==> config.mk <==
export PLATFORM = sky130hd
export DESIGN_NAME = fetch_unit_flat
export DESIGN_NICKNAME = d
export VERILOG_FILES = /design/src/rtl/fetch_unit_pkg.sv /design/src/rtl/fetch_unit_if.sv /design/src/rtl/fetch_unit_pc_next.sv /design/src/rtl/fetch_unit.sv /design/src/flat_wrapper.sv
export SDC_FILE = /design/constraint.sdc
export NUM_CORES = 1
export LEC_CHECK = 0
export ABC_AREA = 1
export CAP_MARGIN = 20
export CORE_UTILIZATION = 45
export DETAILED_ROUTE_END_ITERATION = 12
export PLACE_DENSITY = 0.84
export SYNTH_ARGS = -nofsm -noshare
export SYNTH_HDL_FRONTEND = slang
export SYNTH_SLANG_ARGS = --single-unit
==> constraint.sdc <==
create_clock -name clk -period 1.9 [get_ports clk]
set_input_delay 0.38 -clock clk [delete_from_list [all_inputs] [get_ports clk]]
set_output_delay 0.38 -clock clk [all_outputs]
set_load 0.05 [all_outputs]
==> src/rtl/fetch_unit_pkg.sv <==
// Shared types and constants for the instruction fetch stage.
package fetch_pkg;

  typedef enum logic [1:0] {
    REQ,
    HOLD,
    DROP
  } fetch_state_t;

  localparam int unsigned INSTR_BYTES = 4;
  localparam logic [31:0] NOP         = 32'h0000_0013;

endpackage

==> src/rtl/fetch_unit_if.sv <==
// Fetch-stage bus bundle: instruction-memory handshake, redirect inputs and decode output.
interface fetch_unit_if #(
  parameter int unsigned ADDRWIDTH = 32,
  parameter int unsigned DATAWIDTH = 32
);

  logic                 imem_req;
  logic [ADDRWIDTH-1:0] imem_addr;
  logic                 imem_ack;
  logic [DATAWIDTH-1:0] imem_rdata;

  logic                 PCsrc;
  logic [ADDRWIDTH-1:0] branch_pc;
  logic [DATAWIDTH-1:0] ImmOp;

  logic [DATAWIDTH-1:0] instr;
  logic [ADDRWIDTH-1:0] pc;
  logic                 instr_valid;
  logic                 instr_ready;

  modport master (
    output imem_req, imem_addr, instr, pc, instr_valid,
    input  imem_ack, imem_rdata, PCsrc, branch_pc, ImmOp, instr_ready
  );

  modport slave (
    input  imem_req, imem_addr, instr, pc, instr_valid,
    output imem_ack, imem_rdata, PCsrc, branch_pc, ImmOp, instr_ready
  );

endinterface

==> src/rtl/fetch_unit_pc_next.sv <==
// Combinational next-PC: sequential increment or word-aligned branch target.
module pc_next
  import fetch_pkg::*;
#(
  parameter int unsigned ADDRWIDTH = 32,
  parameter int unsigned DATAWIDTH = 32
) (
  input  logic [ADDRWIDTH-1:0] pc_i,
  input  logic                 pcsrc_i,
  input  logic [ADDRWIDTH-1:0] branch_pc_i,
  input  logic [DATAWIDTH-1:0] imm_i,
  output logic [ADDRWIDTH-1:0] pc_next_o
);

  localparam logic [ADDRWIDTH-1:0] ALIGN_MASK = ~ADDRWIDTH'(INSTR_BYTES - 1);

  logic [ADDRWIDTH-1:0] imm_ext;
  logic [ADDRWIDTH-1:0] target;

  // Offset is sign-extended (or truncated) to the address width before the add.
  generate
    if (DATAWIDTH >= ADDRWIDTH) begin : g_trunc
      assign imm_ext = imm_i[ADDRWIDTH-1:0];
    end else begin : g_sext
      assign imm_ext = {{(ADDRWIDTH - DATAWIDTH){imm_i[DATAWIDTH-1]}}, imm_i};
    end
  endgenerate

  always_comb begin
    target    = (branch_pc_i + imm_ext) & ALIGN_MASK;
    pc_next_o = pcsrc_i ? target : pc_i + ADDRWIDTH'(INSTR_BYTES);
  end

endmodule

==> src/rtl/fetch_unit.sv <==
// Instruction fetch stage: PC register, imem req/ack FSM and one-entry output register.
module fetch_unit
  import fetch_pkg::*;
#(
  parameter int unsigned          ADDRWIDTH = 32,
  parameter int unsigned          DATAWIDTH = 32,
  parameter logic [ADDRWIDTH-1:0] RESET_PC  = '0
) (
  input logic          clk,
  input logic          rst_n,
  fetch_unit_if.master bus
);

  localparam logic [ADDRWIDTH-1:0] ALIGN_MASK = ~ADDRWIDTH'(INSTR_BYTES - 1);

  fetch_state_t         state_q, state_d;
  logic [ADDRWIDTH-1:0] pc_q, pc_d;
  logic [ADDRWIDTH-1:0] stale_q, stale_d;
  logic [DATAWIDTH-1:0] instr_q, instr_d;
  logic [ADDRWIDTH-1:0] pco_q, pco_d;
  logic                 valid_q, valid_d;

  logic                 out_free;
  logic                 req_c;
  logic                 ack_c;
  logic                 capture;
  logic [ADDRWIDTH-1:0] pc_nxt;

  pc_next #(
    .ADDRWIDTH(ADDRWIDTH),
    .DATAWIDTH(DATAWIDTH)
  ) u_pc_next (
    .pc_i       (pc_q),
    .pcsrc_i    (bus.PCsrc),
    .branch_pc_i(bus.branch_pc),
    .imm_i      (bus.ImmOp),
    .pc_next_o  (pc_nxt)
  );

  assign out_free = !valid_q || bus.instr_ready;
  assign ack_c    = req_c && bus.imem_ack;
  assign capture  = (state_q == REQ) && ack_c && !bus.PCsrc;

  always_ff @(posedge clk or negedge rst_n) begin
    if (!rst_n) begin
      state_q <= REQ;
    end else begin
      state_q <= state_d;
    end
  end

  always_comb begin
    state_d = state_q;
    if (bus.PCsrc) begin
      state_d = (req_c && !bus.imem_ack) ? DROP : REQ;
    end else begin
      unique case (state_q)
        REQ:     if (!out_free) state_d = HOLD;
        HOLD:    if (bus.instr_ready) state_d = REQ;
        DROP:    if (bus.imem_ack) state_d = REQ;
        default: state_d = REQ;
      endcase
    end
  end

  // Request is gated by rst_n so it reads low for the whole reset window.
  always_comb begin
    req_c = 1'b0;
    unique case (state_q)
      REQ:     req_c = out_free;
      HOLD:    req_c = 1'b0;
      DROP:    req_c = 1'b1;
      default: req_c = 1'b0;
    endcase
    req_c         = req_c && rst_n;
    bus.imem_req  = req_c;
    bus.imem_addr = (state_q == DROP) ? stale_q : pc_q;
  end

  // stale_q freezes the in-flight address while DROP waits out the abandoned ack.
  always_comb begin
    pc_d    = pc_q;
    stale_d = stale_q;
    instr_d = instr_q;
    pco_d   = pco_q;
    valid_d = valid_q;
    if (state_q != DROP) stale_d = pc_q;
    if (valid_q && bus.instr_ready) valid_d = 1'b0;
    if (bus.PCsrc) begin
      pc_d    = pc_nxt;
      valid_d = 1'b0;
    end else if (capture) begin
      pc_d    = pc_nxt;
      instr_d = bus.imem_rdata;
      pco_d   = pc_q;
      valid_d = 1'b1;
    end
  end

  always_ff @(posedge clk or negedge rst_n) begin
    if (!rst_n) begin
      pc_q    <= RESET_PC & ALIGN_MASK;
      stale_q <= '0;
      instr_q <= '0;
      pco_q   <= '0;
      valid_q <= 1'b0;
    end else begin
      pc_q    <= pc_d;
      stale_q <= stale_d;
      instr_q <= instr_d;
      pco_q   <= pco_d;
      valid_q <= valid_d;
    end
  end

  assign bus.instr       = instr_q;
  assign bus.pc          = pco_q;
  assign bus.instr_valid = valid_q;

endmodule

==> src/flat_wrapper.sv <==
// flat-port wrapper written by rule: the top's interface ports become plain ports
module fetch_unit_flat import fetch_pkg::*;
#(
  parameter int unsigned          ADDRWIDTH = 32,
  parameter int unsigned          DATAWIDTH = 32,
  parameter logic [ADDRWIDTH-1:0] RESET_PC  = '0
)
  (clk, rst_n, bus_imem_req, bus_imem_addr, bus_instr, bus_pc, bus_instr_valid, bus_imem_ack, bus_imem_rdata, bus_PCsrc, bus_branch_pc, bus_ImmOp, bus_instr_ready);
  fetch_unit_if #(.ADDRWIDTH(ADDRWIDTH), .DATAWIDTH(DATAWIDTH)) bus_i ();
  input logic clk;
  input logic rst_n;
  output wire logic [$bits(bus_i.imem_req)-1:0] bus_imem_req;
  output wire logic [$bits(bus_i.imem_addr)-1:0] bus_imem_addr;
  output wire logic [$bits(bus_i.instr)-1:0] bus_instr;
  output wire logic [$bits(bus_i.pc)-1:0] bus_pc;
  output wire logic [$bits(bus_i.instr_valid)-1:0] bus_instr_valid;
  input wire logic [$bits(bus_i.imem_ack)-1:0] bus_imem_ack;
  input wire logic [$bits(bus_i.imem_rdata)-1:0] bus_imem_rdata;
  input wire logic [$bits(bus_i.PCsrc)-1:0] bus_PCsrc;
  input wire logic [$bits(bus_i.branch_pc)-1:0] bus_branch_pc;
  input wire logic [$bits(bus_i.ImmOp)-1:0] bus_ImmOp;
  input wire logic [$bits(bus_i.instr_ready)-1:0] bus_instr_ready;
  assign bus_imem_req = bus_i.imem_req;
  assign bus_imem_addr = bus_i.imem_addr;
  assign bus_instr = bus_i.instr;
  assign bus_pc = bus_i.pc;
  assign bus_instr_valid = bus_i.instr_valid;
  assign bus_i.imem_ack = bus_imem_ack;
  assign bus_i.imem_rdata = bus_imem_rdata;
  assign bus_i.PCsrc = bus_PCsrc;
  assign bus_i.branch_pc = bus_branch_pc;
  assign bus_i.ImmOp = bus_ImmOp;
  assign bus_i.instr_ready = bus_instr_ready;
  fetch_unit #(.ADDRWIDTH(ADDRWIDTH), .DATAWIDTH(DATAWIDTH), .RESET_PC(RESET_PC)) u_core (.clk(clk), .rst_n(rst_n), .bus(bus_i));
endmodule
==> impl.org <==
** Status
- The checks that failed: setup timing.
- Result of the run :: finished with violations

** Clock network
- Buffer type at the clock tree root :: sky130_fd_sc_hd__clkbuf_16
- The number of clock buffers added by TritonCTS is 17.
- No sink is reached through more buffers than the 2 on the longest clock path.
- TritonCTS built the clock tree.
- The H-tree was split into 4 levels.
- Clk sink count :: approximately 130
- At the later pin of the worst-skew pair, clock insertion delay measures 0.41 ns.
- Cts hold-fix bufs :: 0
- Clock input transition at the sequential cells of the worst setup and hold paths :: ~0.060 ns

** Floorplanning
- Die extent in x :: ~140 um
- Die Area :: 0.0183 mm2
- Initial cell density of the core :: roughly 46%
- The initialized floorplan defines 48 standard-cell rows.
- Vert. Die Dim :: ~140 um
- Number of I/O pins :: 199
- Standard cell core area :: about 0.017 mm2

** Detailed routing
- Final routed wire length divided by cell count :: 16.7 um
- Detailed-route DRC error count :: 0
- Met1 wire length :: between 10 and 15 mm
- In this run the remaining antenna-violating nets after routing total 0.
- The detailed router placed approximately 9,100 vias in this run.
- Highest routing layer actually used :: met4
- The final layout contains routed wiring with a total length of between 20 and 30 mm.
- The detailed router finished its first iteration with a little over 600 violations.
- Number of vias per cell after detailed routing :: 5.25
- Before antenna repair, the detailed router went through 5 iterations.
- The routed design uses about 15 mm of met2 wire.
- Met3 WL post-DR :: about 1.8 mm

** Cells and area
- The post-route netlist has between 20% and 30% of its cells at a drive strength greater than 1.
- The sequential cells in the finished layout cover a total of 0.00313 mm2.
- FILL cells :: approximately 1,200
- Layout Nets :: between 1,500 and 2,000
- Compared with the post-synthesis result, the final layout area differs by 61.1%.
- The repair_antennas step left the layout with diodes totalling 0.
- In the final layout, the multi-input gates occupy about 0.0051 mm2.
- Non-Filler Cell Area, Final :: 0.0129 mm2
- Non-filler cells, final :: 1,730

** Setup path
- STA classifies the critical path startpoint as a flip-flop.
- Setup slack on the worst reg-to-reg path comes out at -0.04 ns.
- At the worst endpoint, the required time is 1.52 ns.
- The number of cells on the worst reg-to-reg path is 7.
- Data arrives at the worst endpoint at around 1.7 ns.
- In this run the critical register-to-register path is captured at u_core.bus.pc[8].
- STA classifies the critical path endpoint as an output pin.
- The critical path is of the flip-flop to output pin type.
- Along the worst path, the maximum fanout reaches 8.
- Reg-to-Reg Start :: u_core.state_q[1]

** GRT
- Total track usage :: between 20 and 30%
- Maximum number of pins on one net before global-route repair :: around 130
- The first global-routing pass estimated 40.6 mm of wire.
- Residual overflow from global routing :: 0
- Number of global-route vias before repair :: 8,226
- Number of antenna violations at the first check in global routing :: 0

** Timing
- The hold violation total from the final report was 0.
- Subtracting the final worst setup slack from the clock period gives 2.06 ns.
- After layout, the worst path uses 109% of the clock period.
- Setup repair after global routing missed its margin :: true
- Setup total negative slack on the finished layout was measured at -3.77 ns.
- In the post-route analysis, the smallest setup slack over all paths is -0.163 ns.
- For the pin with the worst max-slew slack, the measured transition is slightly below 0.7 ns.
- Headroom to the max-slew limit came out at roughly 54%.
- Final worst clock skew :: between 0.008 and 0.009 ns
- Final Max Slew Viols :: 0
- Setup violations remaining at the end of the flow were counted as 37.
- Achievable frequency :: around 0.48 GHz

** Placement
- Pre-CTS WS :: -0.879 ns
- Counting tap cells, the placed design contains a total of between 1,500 and 2,000 instances.
- Area post-placement :: ~0.011 mm2
- Detailed placement finished with a half-perimeter wire length of 19.8 mm.
- Input and output buffers added on the ports amount to a little under 200.
- Placer congestion estimate :: about 0.95

** Logic synthesis
- Fraction of the yosys area taken by sequential cells :: slightly below 40%
- For this run, asynchronously set or reset flops after synthesis account for 100%.
- Counting flops with a built-in enable in the synthesized netlist gives 0.
- Avg Inst Size Synth :: around 6.7 um2
- Primary flip-flop cell chosen by synthesis mapping :: sky130_fd_sc_hd__dfrtp_1
- Number of storage elements in the synthesis netlist :: between 100 and 150
- Area share of the leading cell type in the synthesized netlist :: about 40%
- The mapped netlist covers roughly 0.008 mm2.
- sky130_fd_sc_hd__dfrtp_1 takes more of the synthesized area than any other cell.
- The cell count after synthesis came out at 1,195.
- For this run, the number of Yosys warnings is 0.
- By area the synthesized netlist is led by sky130_fd_sc_hd__dfrtp_1, sky130_fd_sc_hd__nand2_1, sky130_fd_sc_hd__inv_1.
- The netlist uses 39 different library cells.

** Hold path
- The path class of the tightest hold or removal check is input port to asynchronous set/reset pin.

** Power
- Power spread over the standard cell area amounts to a little under 1000 mW/mm2.
- P_sw :: 5330 uW
- Cell-internal power :: between 7000 and 8000 uW
- Across the VDD grid, the largest voltage drop is 0.893 mV.
- Per report_power, the clock group accounts for 24.9% of the total.
- Combinational logic burns 46.5% of the power.
- The share of total power dissipated in sequential elements is between 20% and 30%.
- Lkg Pwr :: ~0.0067 uW
- Of the total power, the share spent switching nets is 42.0%.

** Run
- Max-cap violations in this run came to 0.
## power by group through the flow
stage | clock network, uW | logic (uW) | registers [uW]
after global placement | 0 | 5290 | 3610
after CTS | 3180 | 5350 | 3590
after detailed placement | 0 | 5360 | 3640
after floorplan | 0 | 1930 | 4720
final | 3150 | 5900 | 3630
after global routing | 3280 | 6240 | 3680
## cell families after synthesis
| logic type | count (synthesis) | share of synthesized area [%] |
|---|---|---|
| buffers and inverters | 203 | 10.2 |
| AOI/OAI and AO/OA | 161 | 10.6 |
| xor gates and xnor gates | 13 | 1.42 |
| and+or+nand+nor | 661 | 33.8 |
| adders and majority gates | 31 | 4.84 |
| other | 1 | 0.0468 |
| DFF | 125 | 39.0 |
## cells in the final DEF, fill, tap and decap left out, types with 3 or more instances in the layout
cell type	netlist	final
sky130_fd_sc_hd__ha_1	31	3
sky130_fd_sc_hd__o21ai_1	12	14
sky130_fd_sc_hd__clkinvlp_4	0	4
sky130_fd_sc_hd__clkbuf_16	0	20
sky130_fd_sc_hd__clkinv_2	0	4
sky130_fd_sc_hd__nand2_1	469	415
sky130_fd_sc_hd__o21ai_2	0	20
sky130_fd_sc_hd__o21ai_0	71	39
sky130_fd_sc_hd__nand2_2	0	43
sky130_fd_sc_hd__dlymetal6s2s_1	0	28
sky130_fd_sc_hd__nand3_1	63	57
sky130_fd_sc_hd__a21oi_2	0	17
sky130_fd_sc_hd__o21ai_4	0	10
sky130_fd_sc_hd__nor3_2	0	5
sky130_fd_sc_hd__buf_12	0	38
sky130_fd_sc_hd__nand3_2	1	7
sky130_fd_sc_hd__xor2_1	12	12
sky130_fd_sc_hd__nor2_4	1	10
sky130_fd_sc_hd__ha_4	0	28
sky130_fd_sc_hd__nand4_1	8	8
sky130_fd_sc_hd__inv_1	167	162
sky130_fd_sc_hd__a22oi_1	3	3
sky130_fd_sc_hd__o221ai_1	3	3
sky130_fd_sc_hd__nor2_1	76	56
sky130_fd_sc_hd__a21oi_1	59	42
sky130_fd_sc_hd__inv_2	2	7
sky130_fd_sc_hd__dlygate4sd2_1	0	28
sky130_fd_sc_hd__buf_6	2	5
sky130_fd_sc_hd__nor3_1	21	16
sky130_fd_sc_hd__a31oi_1	5	4
sky130_fd_sc_hd__clkdlybuf4s50_1	0	70
sky130_fd_sc_hd__nor2_2	2	13
sky130_fd_sc_hd__o21bai_1	4	3
sky130_fd_sc_hd__buf_4	10	137
sky130_fd_sc_hd__conb_1	1	4
sky130_fd_sc_hd__nand2_4	1	11
sky130_fd_sc_hd__nand3b_1	6	6
sky130_fd_sc_hd__dfrtp_1	125	123
## worst max path at each step
stage | from | endpoint | slack (ns)
final | u_core.state_q[1] | bus_imem_addr[15] | -0.16
after global routing | u_core.state_q[1] | bus_imem_addr[15] | -0.23
after CTS | u_core.state_q[0] | bus_imem_addr[15] | -0.25
after detailed placement | bus_ImmOp[16] | u_core.pc_q[29] | -0.88
after global placement | bus_ImmOp[16] | u_core.pc_q[29] | -0.91
after floorplan | u_core.state_q[1] | bus_imem_addr[18] | -0.30
## layout make-up
class | count | area share [%]
multi-input cells | 870 | 39.2
repair buffers | 310 | 25.0
well taps | 225 | 2.18
clock buffers | 17 | 3.29
flip-flops and latches | 125 | 24.2
inverters | 169 | 4.91
clock inverters | 14 | 1.12
## repair_timing
item,4_1_cts,5_1_grt
resized for setup,71,224
setup endpoints to repair,67,54
setup buffers,1,11
hold endpoints to repair,0,0
pin swaps,4,41
gates cloned,0,6
## state kept, by name (all words and copies together) (netlist names)
register	flops
u_core.state_q	2
u_core.stale_q	30
u_core.pc_q	30
u_core.bus.instr	32
u_core.bus.pc	30
u_core.bus.instr_valid	1
## Yosys cell counts (2+ instances only)
library cell               count
sky130_fd_sc_hd__nor2_2        2
sky130_fd_sc_hd__nor3b_1       2
sky130_fd_sc_hd__xor2_1       12
sky130_fd_sc_hd__o21ai_1      12
sky130_fd_sc_hd__nor4_1        4
sky130_fd_sc_hd__ha_1         31
sky130_fd_sc_hd__nand2_1     469
sky130_fd_sc_hd__o221ai_1      3
sky130_fd_sc_hd__nor3_1       21
sky130_fd_sc_hd__nand3_1      63
sky130_fd_sc_hd__buf_6         2
sky130_fd_sc_hd__clkbuf_1     16
sky130_fd_sc_hd__nor3_4        2
sky130_fd_sc_hd__buf_2         5
sky130_fd_sc_hd__inv_2         2
sky130_fd_sc_hd__o21ai_0      71
sky130_fd_sc_hd__inv_1       167
sky130_fd_sc_hd__a22oi_1       3
sky130_fd_sc_hd__a21oi_1      59
sky130_fd_sc_hd__or2_2         2
sky130_fd_sc_hd__o211ai_1      2
sky130_fd_sc_hd__a31oi_1       5
sky130_fd_sc_hd__nand3b_1      6
sky130_fd_sc_hd__nand4_1       8
sky130_fd_sc_hd__nor2_1       76
sky130_fd_sc_hd__dfrtp_1     125
sky130_fd_sc_hd__buf_4        10
sky130_fd_sc_hd__o21bai_1      4
## critical path, cell delays in order, from the launching register on
cell and delay [ns]:
sky130_fd_sc_hd__dfrtp_1 0.38, sky130_fd_sc_hd__inv_2 0.06, sky130_fd_sc_hd__nor2_4 0.12, sky130_fd_sc_hd__buf_12 0.15, sky130_fd_sc_hd__clkbuf_16 0.18, sky130_fd_sc_hd__nand2_1 0.08, sky130_fd_sc_hd__o21ai_2 0.11, sky130_fd_sc_hd__buf_12 0.17
## through the flow
stage | util [%] | hold WS [ns] | total power, uW
floorplan | - | 0.0844 | 6650
global placement | 64.0 | 0.462 | 8900
detailed placement | 64.0 | 0.465 | 9000
CTS | 67.6 | 0.155 | 12100
global route | 74.4 | 0.146 | 13200
finish | 74.4 | 0.0867 | 12700
## layer usage
metal	up-vias	track usage, %
met5	-	0
met4	0	8.74
met3	52	4.41
met2	399	48.5
met1	4268	36.5
li1	4360	-
Note: power is estimated with default switching activity, not from simulation.
